File: src/rtl/lcd_timing_pkg.sv
// Default panel timing for the 480x272 RGB panel set and a helper that sums
// one axis of timing into its total period.
package lcd_timing_pkg;

    localparam int H_ACTIVE_DEF = 480;
    localparam int H_FP_DEF     = 2;
    localparam int H_SYNC_DEF   = 41;
    localparam int H_BP_DEF     = 2;

    localparam int V_ACTIVE_DEF = 272;
    localparam int V_FP_DEF     = 2;
    localparam int V_SYNC_DEF   = 10;
    localparam int V_BP_DEF     = 2;

    // Total period of one axis: active + front porch + sync + back porch.
    function automatic int timing_total(input int active, input int fp,
                                        input int sync, input int bp);
        return active + fp + sync + bp;
    endfunction

endpackage

File: src/rtl/btn_debounce.sv
// Raw active-low button -> two-flop synchroniser -> stability down-counter.
// A level is accepted after DB_CYCLES consecutive equal samples; an accepted
// high-to-low transition produces a single-cycle press pulse.
module btn_debounce #(
    parameter int DB_CYCLES = 360000
) (
    input  logic clk,
    input  logic rst_n,
    input  logic btn,
    output logic press
);

    localparam int            CW     = (DB_CYCLES > 1) ? $clog2(DB_CYCLES) : 1;
    localparam logic [CW-1:0] RELOAD = CW'(DB_CYCLES - 1);

    logic [1:0]    sync;
    logic          stable;
    logic [CW-1:0] cnt;
    logic          accept;

    // The DB_CYCLES-th consecutive differing sample is the one that lands on
    // terminal count.
    assign accept = (sync[1] != stable) && (cnt == '0);

    // Synchroniser; resets to the released (high) level.
    always_ff @(posedge clk or negedge rst_n) begin
        if (!rst_n) begin
            sync <= 2'b11;
        end else begin
            sync <= {sync[0], btn};
        end
    end

    // Stability timer, accepted level and press pulse.
    always_ff @(posedge clk or negedge rst_n) begin
        if (!rst_n) begin
            stable <= 1'b1;
            cnt    <= RELOAD;
            press  <= 1'b0;
        end else begin
            press <= accept && !sync[1];
            if (sync[1] == stable) begin
                cnt <= RELOAD;
            end else if (accept) begin
                stable <= sync[1];
                cnt    <= RELOAD;
            end else begin
                cnt <= cnt - CW'(1);
            end
        end
    end

endmodule

File: src/rtl/lcd_timing_gen.sv
// LCD video timing generator: h/v counters with registered sync/DE decode,
// a frame-start pulse, and an animation index whose frame divider is trimmed
// at run time by two debounced buttons.
module lcd_timing_gen
    import lcd_timing_pkg::*;
#(
    parameter int H_ACTIVE    = H_ACTIVE_DEF,
    parameter int H_FP        = H_FP_DEF,
    parameter int H_SYNC      = H_SYNC_DEF,
    parameter int H_BP        = H_BP_DEF,
    parameter int V_ACTIVE    = V_ACTIVE_DEF,
    parameter int V_FP        = V_FP_DEF,
    parameter int V_SYNC      = V_SYNC_DEF,
    parameter int V_BP        = V_BP_DEF,
    parameter bit SYNC_POL    = 1'b0,
    parameter int ANIM_FRAMES = 10,
    parameter int DIV_MIN     = 1,
    parameter int DIV_MAX     = 15,
    parameter int DIV_INIT    = 4,
    parameter int DB_CYCLES   = 360000,
    localparam int H_TOTAL    = timing_total(H_ACTIVE, H_FP, H_SYNC, H_BP),
    localparam int V_TOTAL    = timing_total(V_ACTIVE, V_FP, V_SYNC, V_BP),
    localparam int XW         = $clog2(H_TOTAL),
    localparam int YW         = $clog2(V_TOTAL),
    localparam int AW         = $clog2(ANIM_FRAMES),
    localparam int DW         = $clog2(DIV_MAX + 1)
) (
    input  logic          i_clk,
    input  logic          i_res_n,
    input  logic          i_pix_en,
    input  logic          i_btn_a,
    input  logic          i_btn_b,
    output logic          o_hsync,
    output logic          o_vsync,
    output logic          o_de,
    output logic [XW-1:0] o_x,
    output logic [YW-1:0] o_y,
    output logic          o_frame_start,
    output logic [AW-1:0] o_anim_idx,
    output logic [DW-1:0] o_speed
);

    localparam logic [XW-1:0] H_LAST   = XW'(H_TOTAL - 1);
    localparam logic [XW-1:0] H_ACT    = XW'(H_ACTIVE);
    localparam logic [XW-1:0] HS_START = XW'(H_ACTIVE + H_FP);
    localparam logic [XW-1:0] HS_END   = XW'(H_ACTIVE + H_FP + H_SYNC);
    localparam logic [YW-1:0] V_LAST   = YW'(V_TOTAL - 1);
    localparam logic [YW-1:0] V_ACT    = YW'(V_ACTIVE);
    localparam logic [YW-1:0] VS_START = YW'(V_ACTIVE + V_FP);
    localparam logic [YW-1:0] VS_END   = YW'(V_ACTIVE + V_FP + V_SYNC);
    localparam logic [AW-1:0] A_LAST   = AW'(ANIM_FRAMES - 1);
    localparam logic [DW-1:0] SPD_MIN  = DW'(DIV_MIN);
    localparam logic [DW-1:0] SPD_MAX  = DW'(DIV_MAX);

    logic [XW-1:0] h, h_nxt;
    logic [YW-1:0] v, v_nxt;
    logic [DW-1:0] cnt;
    logic          frame_hit;
    logic          press_a, press_b;

    // Next position; outputs are decoded from it so they describe the
    // position the counters move to on the same edge.
    always_comb begin
        h_nxt = h + XW'(1);
        v_nxt = v;
        if (h == H_LAST) begin
            h_nxt = '0;
            v_nxt = (v == V_LAST) ? '0 : v + YW'(1);
        end
    end

    assign frame_hit = i_pix_en && (h_nxt == '0) && (v_nxt == '0);

    // Position counters and registered sync/DE/coordinate outputs. Reset
    // parks the counters on the last position so the first enable lands on
    // (0,0).
    always_ff @(posedge i_clk or negedge i_res_n) begin
        if (!i_res_n) begin
            h       <= H_LAST;
            v       <= V_LAST;
            o_x     <= '0;
            o_y     <= '0;
            o_de    <= 1'b0;
            o_hsync <= ~SYNC_POL;
            o_vsync <= ~SYNC_POL;
        end else if (i_pix_en) begin
            h       <= h_nxt;
            v       <= v_nxt;
            o_x     <= h_nxt;
            o_y     <= v_nxt;
            o_de    <= (h_nxt < H_ACT) && (v_nxt < V_ACT);
            o_hsync <= (h_nxt >= HS_START && h_nxt < HS_END) ? SYNC_POL : ~SYNC_POL;
            o_vsync <= (v_nxt >= VS_START && v_nxt < VS_END) ? SYNC_POL : ~SYNC_POL;
        end
    end

    // Frame-start pulse; cleared on every edge that does not enter (0,0), so
    // it lasts one clock even with the enable held high.
    always_ff @(posedge i_clk or negedge i_res_n) begin
        if (!i_res_n) begin
            o_frame_start <= 1'b0;
        end else begin
            o_frame_start <= frame_hit;
        end
    end

    // Frame divider and animation index. The >= compare lets a speed drop
    // below the current count take effect at the very next frame start.
    always_ff @(posedge i_clk or negedge i_res_n) begin
        if (!i_res_n) begin
            cnt        <= '0;
            o_anim_idx <= '0;
        end else if (frame_hit) begin
            if (cnt >= o_speed - DW'(1)) begin
                cnt        <= '0;
                o_anim_idx <= (o_anim_idx == A_LAST) ? '0 : o_anim_idx + AW'(1);
            end else begin
                cnt <= cnt + DW'(1);
            end
        end
    end

    // Speed divider: A shortens, B lengthens, both at once cancel.
    always_ff @(posedge i_clk or negedge i_res_n) begin
        if (!i_res_n) begin
            o_speed <= DW'(DIV_INIT);
        end else if (press_a && !press_b && o_speed > SPD_MIN) begin
            o_speed <= o_speed - DW'(1);
        end else if (press_b && !press_a && o_speed < SPD_MAX) begin
            o_speed <= o_speed + DW'(1);
        end
    end

    btn_debounce #(.DB_CYCLES(DB_CYCLES)) u_db_a (
        .clk   (i_clk),
        .rst_n (i_res_n),
        .btn   (i_btn_a),
        .press (press_a)
    );

    btn_debounce #(.DB_CYCLES(DB_CYCLES)) u_db_b (
        .clk   (i_clk),
        .rst_n (i_res_n),
        .btn   (i_btn_b),
        .press (press_b)
    );

endmodule
File: config.mk
export PLATFORM = sky130hd
export DESIGN_NAME = lcd_timing_gen
export DESIGN_NICKNAME = d
export VERILOG_FILES = /design/src/rtl/lcd_timing_pkg.sv /design/src/rtl/btn_debounce.sv /design/src/rtl/lcd_timing_gen.sv
export SDC_FILE = /design/constraint.sdc
export NUM_CORES = 1
export LEC_CHECK = 0
export BUFFER_PORTS_ARGS = -buffer_cell sky130_fd_sc_hd__buf_4
export CAP_MARGIN = 5
export CORE_MARGIN = 5
export CORE_UTILIZATION = 25
export CTS_BUF_LIST = sky130_fd_sc_hd__clkbuf_16
export CTS_CLUSTER_SIZE = 20
export DETAILED_ROUTE_END_ITERATION = 8
export HOLD_SLACK_MARGIN = 0.06
export PLACE_DENSITY = 0.37
export SYNTH_ARGS = -nofsm -noshare
export SYNTH_HDL_FRONTEND = slang
export SYNTH_SLANG_ARGS = --single-unit
export TNS_END_PERCENT = 1
File: constraint.sdc
create_clock -name i_clk -period 3.15 [get_ports i_clk]
set_input_delay 0.1575 -clock i_clk [delete_from_list [all_inputs] [get_ports i_clk]]
set_output_delay 0.1575 -clock i_clk [all_outputs]
set_load 0.005 [all_outputs]
; Yosys cells after proc, flatten, opt, wreduce, memory -nomap -nowiden
; Cells that the tools add are included.
; W data, S select, Z words.
[op_classes]
add_sub_neg = 8
magnitude_cmp = 9
eq_ne = 7
n_mux = 13
n_bitwise = 2
reduce_logical = 25
[ops]
columns = cell, n
row1 = $mux W19, 4
row2 = $logic_not A19 Y1, 2
row3 = $sub A19 B1 Y19 const B, 2
row4 = $lt A9 B9 Y1 const B, 2
row5 = $mux W9, 2
row6 = $mux W4, 4
row7 = $logic_and A1 B1 Y1, 13
row8 = $add A4 B1 Y4 const B, 3
row9 = $add A10 B1 Y10 const B, 1
row10 = $eq A10 B10 Y1 const B, 1
row11 = $ge A10 B9 Y1 const B, 1
row12 = $logic_not A10 Y1, 1
row13 = $lt A10 B10 Y1 const B, 1
row14 = $lt A10 B9 Y1 const B, 1
row15 = $mux W10, 1
row16 = $add A9 B1 Y9 const B, 1
row17 = $eq A9 B9 Y1 const B, 1
row18 = $ge A9 B9 Y1 const B, 1
row19 = $logic_not A9 Y1, 1
row20 = $reduce_and A2 Y1, 3
row21 = $eq A4 B4 Y1 const B, 1
row22 = $ge A4 B4 Y1, 1
row23 = $gt A4 B1 Y1 const B, 1
row24 = $logic_not A1 Y1, 4
row25 = 7 further kinds, 11
[word_totals]
register_bits = 100
input_bits = 5
output_inout_bits = 31
wordCells = 83

; Depth between registers and ports, before layout
; Gate-level depths: netlist of the first run.
[depth]
depth_word = 6
ltp_mapped = 10
ltp_nobuf = 9

; Cells and area by module
; A second synthesis of the first run with hierarchy kept.
[hier_totals]
cells_unflattened = 523
area_unflattened_um2 = 5058.6
[modules_own_cells]
columns = module, instances, cells_each, area_each_um2, seq_area_each_um2
row1 = lcd_timing_gen, 1, 325, 2894.0, 1089.8
row2 = btn_debounce, 2, 99, 1082.3, 596.8

; Least setup slack after synthesis of the first run
; OpenSTA, ideal clock, no wires.
[synth_timing]
path_kind = flip-flop to flip-flop
start = register o_x[5] (netlist name)
end = register o_anim_idx[1]
setup_time_ns = 0.128
t_arrival_ns = 2.618
required_time_ns = 3.022
path_slack_ns = 0.404
stages_incl_launch_ff = 10
path_buffers = 2
synth_period_minus_slack_ns = 2.746
cell_sequence = dfrtp_1 buf_6 or4_4 buf_6 nor3_4 a21oi_1 a2111oi_4 nand4b_4 nor3_2 mux2_1
[synth_rtl]
columns = element, line_no
row1 = to (signal assigned), lcd_timing_gen.sv:116  ; o_anim_idx <= (o_anim_idx == A_LAST) ? '0 : o_anim_idx + AW'(1);
row2 = to (decl), lcd_timing_gen.sv:39  ; output logic [AW-1:0] o_anim_idx,

==> reports/results.txt, run 1 <==
Status -> finished, final reports clean
Total GRT Usage -> 0.1079
Slew Limit Fails -> 0
Worst slew pin tran -> 790.7 ps
Die H -> 152.9 um
Commonest non-fill, non-tap cells in the layout -> 61 x nand2_1, 60 x buf_4, 45 x nor2_1, 45 x dfstp_2, 44 x dfrtp_1
Vias in the first global route -> 3922
Post-synth cell types -> 64
Iter 0 DRT Violations -> 209
Post-synth EDFFs -> 0
Power density cells -> 472.8 nW/um2
Final Setup Violations -> 0
Cells after synthesis -> 542
Syn_nets -> 564
Reg2reg setup slack -> 360 ps
First-pass DRT Iterations -> 4
Reg2reg end -> o_anim_idx[1]
Highest clock rate -> 358.9 MHz
Worst Path Max Fanout -> 9
Syn-to-layout area delta -> 17.85%
IO Pins -> 36
Num CTS Buffers -> 9
Worst-path clk slew -> 60 ps
Finished Core Util -> 0.2981
Clk sinks -> 89
CP Launch Type -> register
Total negative setup slack -> 0 ps
Antenna violations before repair -> 0
Most used DFF post-synth -> dfstp_2
Clock Skew -> 5.822 ps
Die footprint -> 23370 um2
Chip width -> 152.9 um
Mapped Avg Cell Area -> 9.414 um2
WL per Instance -> 14.21 um
Number of remaining DRC errors -> 0
Post-route antenna net violation count -> 0
Final #Nets -> 605
Share of cells above drive strength 1 -> 0.2347
Min-delay worst type -> in2async
CTS tree -> built
GRT overflow -> 0
Slew Limit Headroom -> 0.4662
Final Cycle Share -> 0.8845
Commonest non-fill, non-tap cell in the layout -> nand2_1
Skew-Pair Late Insertion Delay -> 340 ps
Post-synth ARST share -> 1.000
Initial Util -> 0.2530
Clock tree root driver cell -> clkbuf_16
Synth Warn # -> 0
Post-Route WL -> 12.19 mm
Sequential area share after synthesis -> 0.4475
Post-cts resize count -> 0
Mapped cell area -> 5102 um2
Via Count -> 3946
Largest net degree at the start of global routing -> 40
Data required time of the worst path -> 3370 ps
Final Critical Period -> 2786 ps
Worst setup EP type -> register
Leak -> 2.426 nW
Vias per std cell -> 4.599
Gpl congestion -> 0.8012
First-pass GRT wire length -> 20.78 mm
H-Tree Depth -> 3
Buffers on Ports -> 35
Rows -> 52
Maxcap violations -> 0
# diodes -> 0
Worst hold slack -> 348.1 ps
Endpoint arrival time on the critical path -> 3010 ps
Clock tree buffer depth -> 2
RR Startpoint -> o_y[1]
Seq cells post-synth -> 89
Total power -> 0.002843 W
RSZ-0062 raised after global routing -> no
Post-DP HPWL -> 8.847 mm
Fin cells -> 858
Placed insts -> 837
Worst VDD drop -> 0.2255 mV
WS Path Type -> reg2reg
Core Region -> 20170 um2
R2R depth -> 9
Final Hold Viols -> 0
## timing repair
| action | CTS | global route |
|---|---|---|
| setup endpoints to repair | 0 | 1 |
| setup buffers | 0 | 1 |
| hold buffers | 4 | 0 |
| endpoints found under the hold margin | 17 | 0 |
## cells in the mapped netlist (7+ instances only)
cell type / count / area, um2
nor2_1: 45 / 168.9
dfrtp_1: 44 / 1101
xnor2_1: 34 / 297.8
o31ai_1: 7 / 52.55
buf_4: 12 / 90.09
nand4_1: 8 / 50.05
a21oi_1: 22 / 110.1
nand2_1: 61 / 229.0
or3_1: 8 / 50.05
xor2_1: 11 / 96.34
inv_1: 22 / 82.58
ha_1: 17 / 212.7
o21ai_0: 31 / 155.2
nor2b_1: 7 / 43.79
nor4_1: 17 / 106.4
nand3_1: 21 / 105.1
nor3_1: 20 / 100.1
clkbuf_1: 18 / 67.56
nand2b_1: 7 / 43.79
dfstp_2: 45 / 1182
## critical path: stages (launching register included)
cell and delay [ps]:
dfrtp_1 440, inv_1 70, ha_1 340, or3b_2 460
nor4_1 180, a211oi_1 150, a211oi_2 310, nand4b_4 220
nor3_2 160, mux2_1 330
## report_power, final
| group | total [W] | internal (W) | switching, W |
|---|---|---|---|
| sequential | 0.00137 | 0.00124 | 0.000121 |
| clock | 0.000981 | 0.000527 | 0.000455 |
| combinational | 0.000497 | 0.000219 | 0.000278 |
| total | 0.00284 | 0.00199 | 0.000853 |
## sequential cells by signal, indices dropped and copies added (netlist names), 2 cells and up
name         count
cnt              4
h                3
o_anim_idx       4
o_speed          4
o_x             10
o_y              9
u_db_a.cnt      19
u_db_a.sync      2
u_db_b.cnt      19
u_db_b.sync      2
v                5
## metrics by stage
stage                     instance area (um2)  setup slack [ps]
after floorplan                          5102             404.1
after global placement                   5690             299.0
after detailed placement                 5690             231.8
after CTS                                5993             210.1
after global routing                     6013             93.62
final                                    6013             363.9
## cell families after synthesis
group | count (synthesis) | share of synthesized area
AND/OR/NAND/NOR | 230 | 0.2352
adder cells (fa/ha/maj) | 17 | 0.04169
buffers and inverters | 57 | 0.05542
flip-flops | 89 | 0.4475
XOR/XNOR | 45 | 0.07724
multiplexers | 8 | 0.01692
AO/OA/AOI/OAI | 96 | 0.1260
## area by class of cell
type / instances / area [um2]
Clock buffer: 9 / 225.2
Clock inverter: 7 / 37.54
Fill cell: 2143 / 14160
Inverter: 22 / 82.58
Multi-Input combinational cell: 396 / 2536
Sequential cell: 89 / 2283
Tap cell: 270 / 337.8
Timing Repair Buffer: 65 / 510.5
## worst max-delay path by stage
stage | start | end | slack (ps)
finish | o_y[1] | o_anim_idx[1] | 360
global route | o_y[1] | o_anim_idx[1] | 90
CTS | o_x[5] | o_anim_idx[1] | 210
detailed placement | o_x[5] | o_anim_idx[1] | 230
global placement | o_x[5] | o_anim_idx[1] | 300
floorplan | o_x[5] | o_anim_idx[1] | 400
## metal layers
metal / GRT usage / part of all wire
met1: 0.1568 / 0.52
met2: 0.1568 / 0.43
met3: 0.02290 / 0.039
met4: 0.04115 / 0.019
met5: 0 / 0
Power figures use the tool's default switching activity.
==> run 2: changes to the inputs <==
CORE_MARGIN = 1.5   (was 5)
==> run 2 against run 1 <==
Effect of this change: final area stayed put; register-to-register slack better by 30 ps; clock power is 14% higher; via count is 0.58% lower; die area is 8.9% lower; wire length is 0.16% lower.
==> reports/results.txt, run 2 (same netlist as run 1, synthesis figures left out) <==
Slew Limit Fails -> 0 (unchanged)
Largest net degree at the start of global routing -> 53 (+33%)
First-pass GRT wire length -> 20.45 mm (-1.6%)
Number of remaining DRC errors -> 0 (unchanged)
Vias per std cell -> 4.604 (+0.12%)
CP Launch Type -> register
Final Setup Violations -> 0 (unchanged)
Reg2reg end -> o_anim_idx[1]
Core Region -> 20100 um2 (-0.32%)
Share of cells above drive strength 1 -> 0.2337 (-0.001017)
Skew-Pair Late Insertion Delay -> 360 ps (+20 ps)
H-Tree Depth -> 3 (unchanged)
Final Cycle Share -> 0.8760 (-0.008530)
Reg2reg setup slack -> 390 ps (+30 ps)
IO Pins -> 36 (unchanged)
Worst VDD drop -> 0.2020 mV (-10%)
Vias in the first global route -> 3901 (-0.54%)
# diodes -> 0 (unchanged)
Critical Path Slowest Stage Cell -> or4_4
Fillers -> 2121 (-1.0%)
Die H -> 145.9 um (-4.6%)
Commonest non-fill, non-tap cells in the layout -> 61 x nand2_1, 55 x buf_4, 45 x nor2_1, 45 x dfstp_2, 44 x dfrtp_1
Slew Limit Headroom -> 0.3562 (-0.1099)
WL per Instance -> 14.29 um (+0.55%)
Die footprint -> 21280 um2 (-8.9%)
Leak -> 2.411 nW (-0.60%)
Slowest cell delay on critical path -> 610 ps (+150 ps)
Largest regs -> u_db_a.cnt (19), u_db_b.cnt (19), o_x (10)
Commonest non-fill, non-tap cell in the layout -> nand2_1
Clock Skew -> 13.58 ps (+7.755 ps)
Power density cells -> 496.0 nW/um2 (+4.9%)
Chip width -> 145.9 um (-4.6%)
Multi-input gate area -> 2544 um2 (+0.30%)
Rows -> 52 (unchanged)
Status -> finished, final reports clean
Worst Path Max Fanout -> 9 (unchanged)
Gpl congestion -> 0.7646 (-4.6%)
Initial Util -> 0.2538 (+0.0008187)
Min-delay worst type -> in2reg
Finished Core Util -> 0.2991 (+0.0009650)
Worst setup EP type -> register
Maxcap violations -> 0 (unchanged)
First-pass DRT Iterations -> 4 (unchanged)
Iter 0 DRT Violations -> 247 (+18%)
Total GRT Usage -> 0.1201 (+0.01220)
RSZ-0062 raised after global routing -> no
Post-route antenna net violation count -> 0 (unchanged)
Clock tree root driver cell -> clkbuf_16
Via Count -> 3923 (-0.58%)
Antenna violations before repair -> 0 (unchanged)
Final Critical Period -> 2759 ps (-26.87 ps)
Num CTS Buffers -> 9 (unchanged)
Hold endpoint -> o_hsync
Critical path's top delay family -> simple AND/OR/NAND/NOR gates
Bufs and invs on worst path -> 1 (unchanged)
Critical path, cell by cell -> or4_4, nor3_4, buf_4, a21oi_1, a2111oi_4, nand4b_4, nor3_2, mux2_1
RR Startpoint -> o_x[5]
Buffers on Ports -> 35 (unchanged)
Post-Route WL -> 12.17 mm (-0.16%)
Final #Nets -> 599 (-0.99%)
Clk sinks -> 89 (unchanged)
Data required time of the worst path -> 3380 ps (about the same)
Register area -> 2283 um2 (unchanged)
R2R depth -> 8 (-1)
Worst-path clk slew -> 70 ps (about the same)
Total power -> 0.002983 W (+4.9%)
Worst hold stages -> 2
GRT overflow -> 0 (unchanged)
Highest clock rate -> 362.4 MHz (+0.97%)
Total negative setup slack -> 0 ps (unchanged)
Endpoint arrival time on the critical path -> 2990 ps (-20 ps)
Hold_sp -> i_pix_en
Final Hold Viols -> 0 (unchanged)
Worst slew pin tran -> 963.7 ps (+173.0 ps)
CTS tree -> built
WS Path Type -> reg2reg
Syn-to-layout area delta -> 17.85% (unchanged)
Clock tree buffer depth -> 2 (unchanged)
Post-DP HPWL -> 8.605 mm (-2.7%)
[run 2: changes by cell type in the layout (fill, tap and decap cells not counted), sizes merged]
cell and change:
clkinv -2, clkinvlp +1, bufinv +1, buf -5, dlygate4sd3 -1
[run 2: area by class of cell]
type                    instances  area share
clock buffers                   9     0.03745
clock inverters                 7     0.01290
inverters                      22     0.01373
multi-input cells             396      0.4230
flip-flops and latches         89      0.3797
well taps                     270     0.05618
repair buffers                 59     0.07699
[run 2: stage by stage]
stage | worst slack [ps] | instance area (um2) | cells | hold slack [ps]
after floorplan | 404.1 | 5102 | 542 | -138.1
after global placement | 257.4 | 5673 | 833 | 178.9
after detailed placement | 145.8 | 5673 | 833 | 185.4
after CTS | 127.5 | 6006 | 852 | 134.3
after global routing | 164.5 | 6013 | 852 | 152.0
final | 390.7 | 6013 | 852 | 144.6
[run 2: worst max path at each step]
stage,start,to,slack (ps),depth (start not counted)
2_1_floorplan,o_x[5],o_anim_idx[1],400,9
3_3_place_gp,o_x[5],o_anim_idx[1],260,8
3_5_place_dp,o_x[5],o_anim_idx[1],150,8
4_1_cts,o_x[5],o_anim_idx[1],130,8
5_1_grt,o_y[1],o_anim_idx[1],160,9
6_report,o_x[5],o_anim_idx[1],390,8
[run 2: metal layers]
metal / up-vias / track usage / wire [um]
li1: 1965 / - / -
met1: 1886 / 0.1650 / 6131
met2: 63 / 0.1826 / 5453
met3: 9 / 0.02633 / 419
met4: 0 / 0.04898 / 167
met5: - / 0 / 0
[run 2: timing repair]
action,in CTS,in global routing
gates resized for setup,0,1
endpoints found under the hold margin,30,0
setup buffers,0,0
setup endpoints to repair,0,2
hold buffers,3,0
[run 2: worst register-to-register path, stage by stage, from the launching register on]
cell,delay (ps)
dfrtp_1,380
or4_4,610
nor3_4,210
buf_4,160
a21oi_1,110
a2111oi_4,450
nand4b_4,230
nor3_2,160
mux2_1,330
[run 2: power by group]
| part | total [W] | leakage (nW) | switching [W] | internal (W) |
|---|---|---|---|---|
| Combinational | 0.000497 | 1.22 | 0.000277 | 0.000220 |
| Clock | 0.00112 | 0.142 | 0.000496 | 0.000623 |
| Sequential | 0.00137 | 1.05 | 0.000123 | 0.00124 |
==> run 3: changes to the inputs <==
clock period = 2.7 ns   (was 3.15 ns; I/O delays follow)
==> run 3 against run 2 <==
Effect of this change: fmax up 5.1%; largest power group unchanged; clock power about the same; cell count up 5.2%; register-to-register slack worse by 320 ps; combinational power up 68%; critical endpoint unchanged; setup slack worse by 320 ps.
==> reports/results.txt, run 3 (same netlist as run 1, synthesis figures left out) <==
Total negative setup slack -> 0 ps (unchanged)
Final Critical Period -> 2625 ps (-133.9 ps)
Syn-to-layout area delta -> 25.60%
Power density cells -> 546.4 nW/um2 (+10%)
Endpoint arrival time on the critical path -> 2850 ps (-140 ps)
Status -> finished, final reports clean
Top sig layer -> met4
Post-route antenna net violation count -> 0 (unchanged)
Skew-Pair Late Insertion Delay -> 350 ps (about the same)
Via Count -> 4067 (+3.7%)
Worst setup EP type -> register
Commonest non-fill, non-tap cell in the layout -> buf_4
Vias in the first global route -> 3927 (+0.67%)
Vias per std cell -> 4.539 (-1.4%)
Total power -> 0.003502 W (+17%)
IO Pins -> 36 (unchanged)
Placed insts -> 865 (+3.8%)
Buffers on Ports -> 35 (unchanged)
Total GRT Usage -> 0.1219 (+0.001754)
First-pass DRT Iterations -> 4 (unchanged)
Slew Limit Headroom -> 0.3263 (-0.02993)
Number of remaining DRC errors -> 0 (unchanged)
Die footprint -> 21280 um2 (unchanged)
Largest net degree at the start of global routing -> 47 (-11%)
Worst Path Max Fanout -> 5 (-4)
First-pass GRT wire length -> 20.73 mm (+1.4%)
Slew Limit Fails -> 0 (unchanged)
Final Cycle Share -> 0.9724 (+0.09641)
Post-Route WL -> 12.43 mm (+2.1%)
Worst hold slack -> 355.1 ps (+210.5 ps)
Gpl congestion -> 0.7361 (-3.7%)
Post-DP HPWL -> 8.985 mm (+4.4%)
CP Launch Type -> register
Final Hold Viols -> 0 (unchanged)
WL per Instance -> 13.87 um (-2.9%)
Share of cells above drive strength 1 -> 0.3003 (+0.06664)
Rows -> 52 (unchanged)
Initial Util -> 0.2538 (unchanged)
Min-delay worst type -> in2async
Worst-path clk slew -> 60 ps (about the same)
Clock Skew -> 9.542 ps (-4.036 ps)
Metal-1 WL -> 6.602 mm (+7.7%)
Metal2 WL -> 5.212 mm (-4.4%)
Worst slew pin tran -> 1008 ps (+44.80 ps)
Antenna violations before repair -> 0 (unchanged)
Num CTS Buffers -> 9 (unchanged)
Chip width -> 145.9 um (unchanged)
WS Path Type -> reg2reg
Largest regs -> u_db_a.cnt (19), u_db_b.cnt (19), o_x (10)
Iter 0 DRT Violations -> 152 (-38%)
Clock tree buffer depth -> 2 (unchanged)
Clk sinks -> 89 (unchanged)
Commonest non-fill, non-tap cells in the layout -> 95 x buf_4, 59 x nand2_1, 45 x nor2_1, 45 x dfstp_2, 44 x dfrtp_1
Final #Nets -> 643 (+7.3%)
# diodes -> 0 (unchanged)
Final Cell Area -> 6409 um2 (+6.6%)
Data required time of the worst path -> 2930 ps (-450 ps)
Final Setup Violations -> 0 (unchanged)
Fin cells -> 896 (+5.2%)
Maxcap violations -> 0 (unchanged)
WL met3 -> 396 um (-5.5%)
CTS tree -> built
Die H -> 145.9 um (unchanged)
RSZ-0062 raised after global routing -> yes
GRT overflow -> 0 (unchanged)
Fillers -> 2079 (-2.0%)
Post-DP Area -> 5944 um2 (+4.8%)
Worst VDD drop -> 0.2243 mV (+11%)
Clock tree root driver cell -> clkbuf_16
Highest clock rate -> 380.9 MHz (+5.1%)
Core Region -> 20100 um2 (unchanged)
Leak -> 2.635 nW (+9.3%)
H-Tree Depth -> 3 (unchanged)
## run 3: final cells by class
| class | count | area [um2] | area share |
|---|---|---|---|
| sequential | 89 | 2283 | 0.3563 |
| inverter | 22 | 82.58 | 0.01289 |
| multi-input combinational | 396 | 2614 | 0.4078 |
| clock inverter | 7 | 40.04 | 0.006248 |
| clock buffer | 9 | 225.2 | 0.03514 |
| tap | 270 | 337.8 | 0.05271 |
| timing repair buffer | 103 | 825.8 | 0.1289 |
## run 3: path summary, 6_finish.rpt
check / depth (start not counted) / slack, ps / start / to
max: 8 / 70 / o_x[6] / o_anim_idx[1]
min: 2 / 360 / i_res_n / u_db_b.cnt[17]
min reg2reg: 0 / 360 / u_db_b.sync[0] / u_db_b.sync[1]
min in group i_clk: 0 / 360 / u_db_b.sync[0] / u_db_b.sync[1]
max reg2reg: 8 / 70 / o_x[6] / o_anim_idx[1]
max in group asynchronous: 3 / 1630 / i_res_n / h[9]
## run 3: timing repair
item,in CTS,in global routing
pin swaps,1,9
gates resized for setup,1,15
endpoints found under the setup margin,1,8
hold buffers,3,0
setup buffers,0,12
endpoints found under the hold margin,17,0
## run 3: where the power goes
| part | internal (W) | leakage, nW | switching (W) |
|---|---|---|---|
| Clock | 0.000616 | 0.133 | 0.000533 |
| Sequential | 0.00145 | 1.05 | 0.0000673 |
| Combinational | 0.000390 | 1.45 | 0.000446 |
| Total | 0.00245 | 2.63 | 0.00105 |
## run 3: critical path, cell delays in order, from the launching register on
cell and delay, ps:
dfrtp_1 370, or4_4 610, buf_12 160, nor4_4 130, a21oi_2 110, a2111oi_4 450, nand4b_4 190, nor3_2 150
mux2_1 330
## run 3: metal layers
layer	global-route usage	up-vias
met5	0	-
li1	-	2057
met3	0.02038	12
met4	0.05204	0
met2	0.1731	54
met1	0.1805	1944
## run 3: through the flow
| step | worst slack, ps | util |
|---|---|---|
| after floorplan | -18.44 | - |
| after global placement | 50.21 | 0.2957 |
| after detailed placement | -26.09 | 0.2957 |
| after CTS | 2.468 | 0.3107 |
| after global routing | -47.23 | 0.3188 |
| final | 74.62 | 0.3188 |
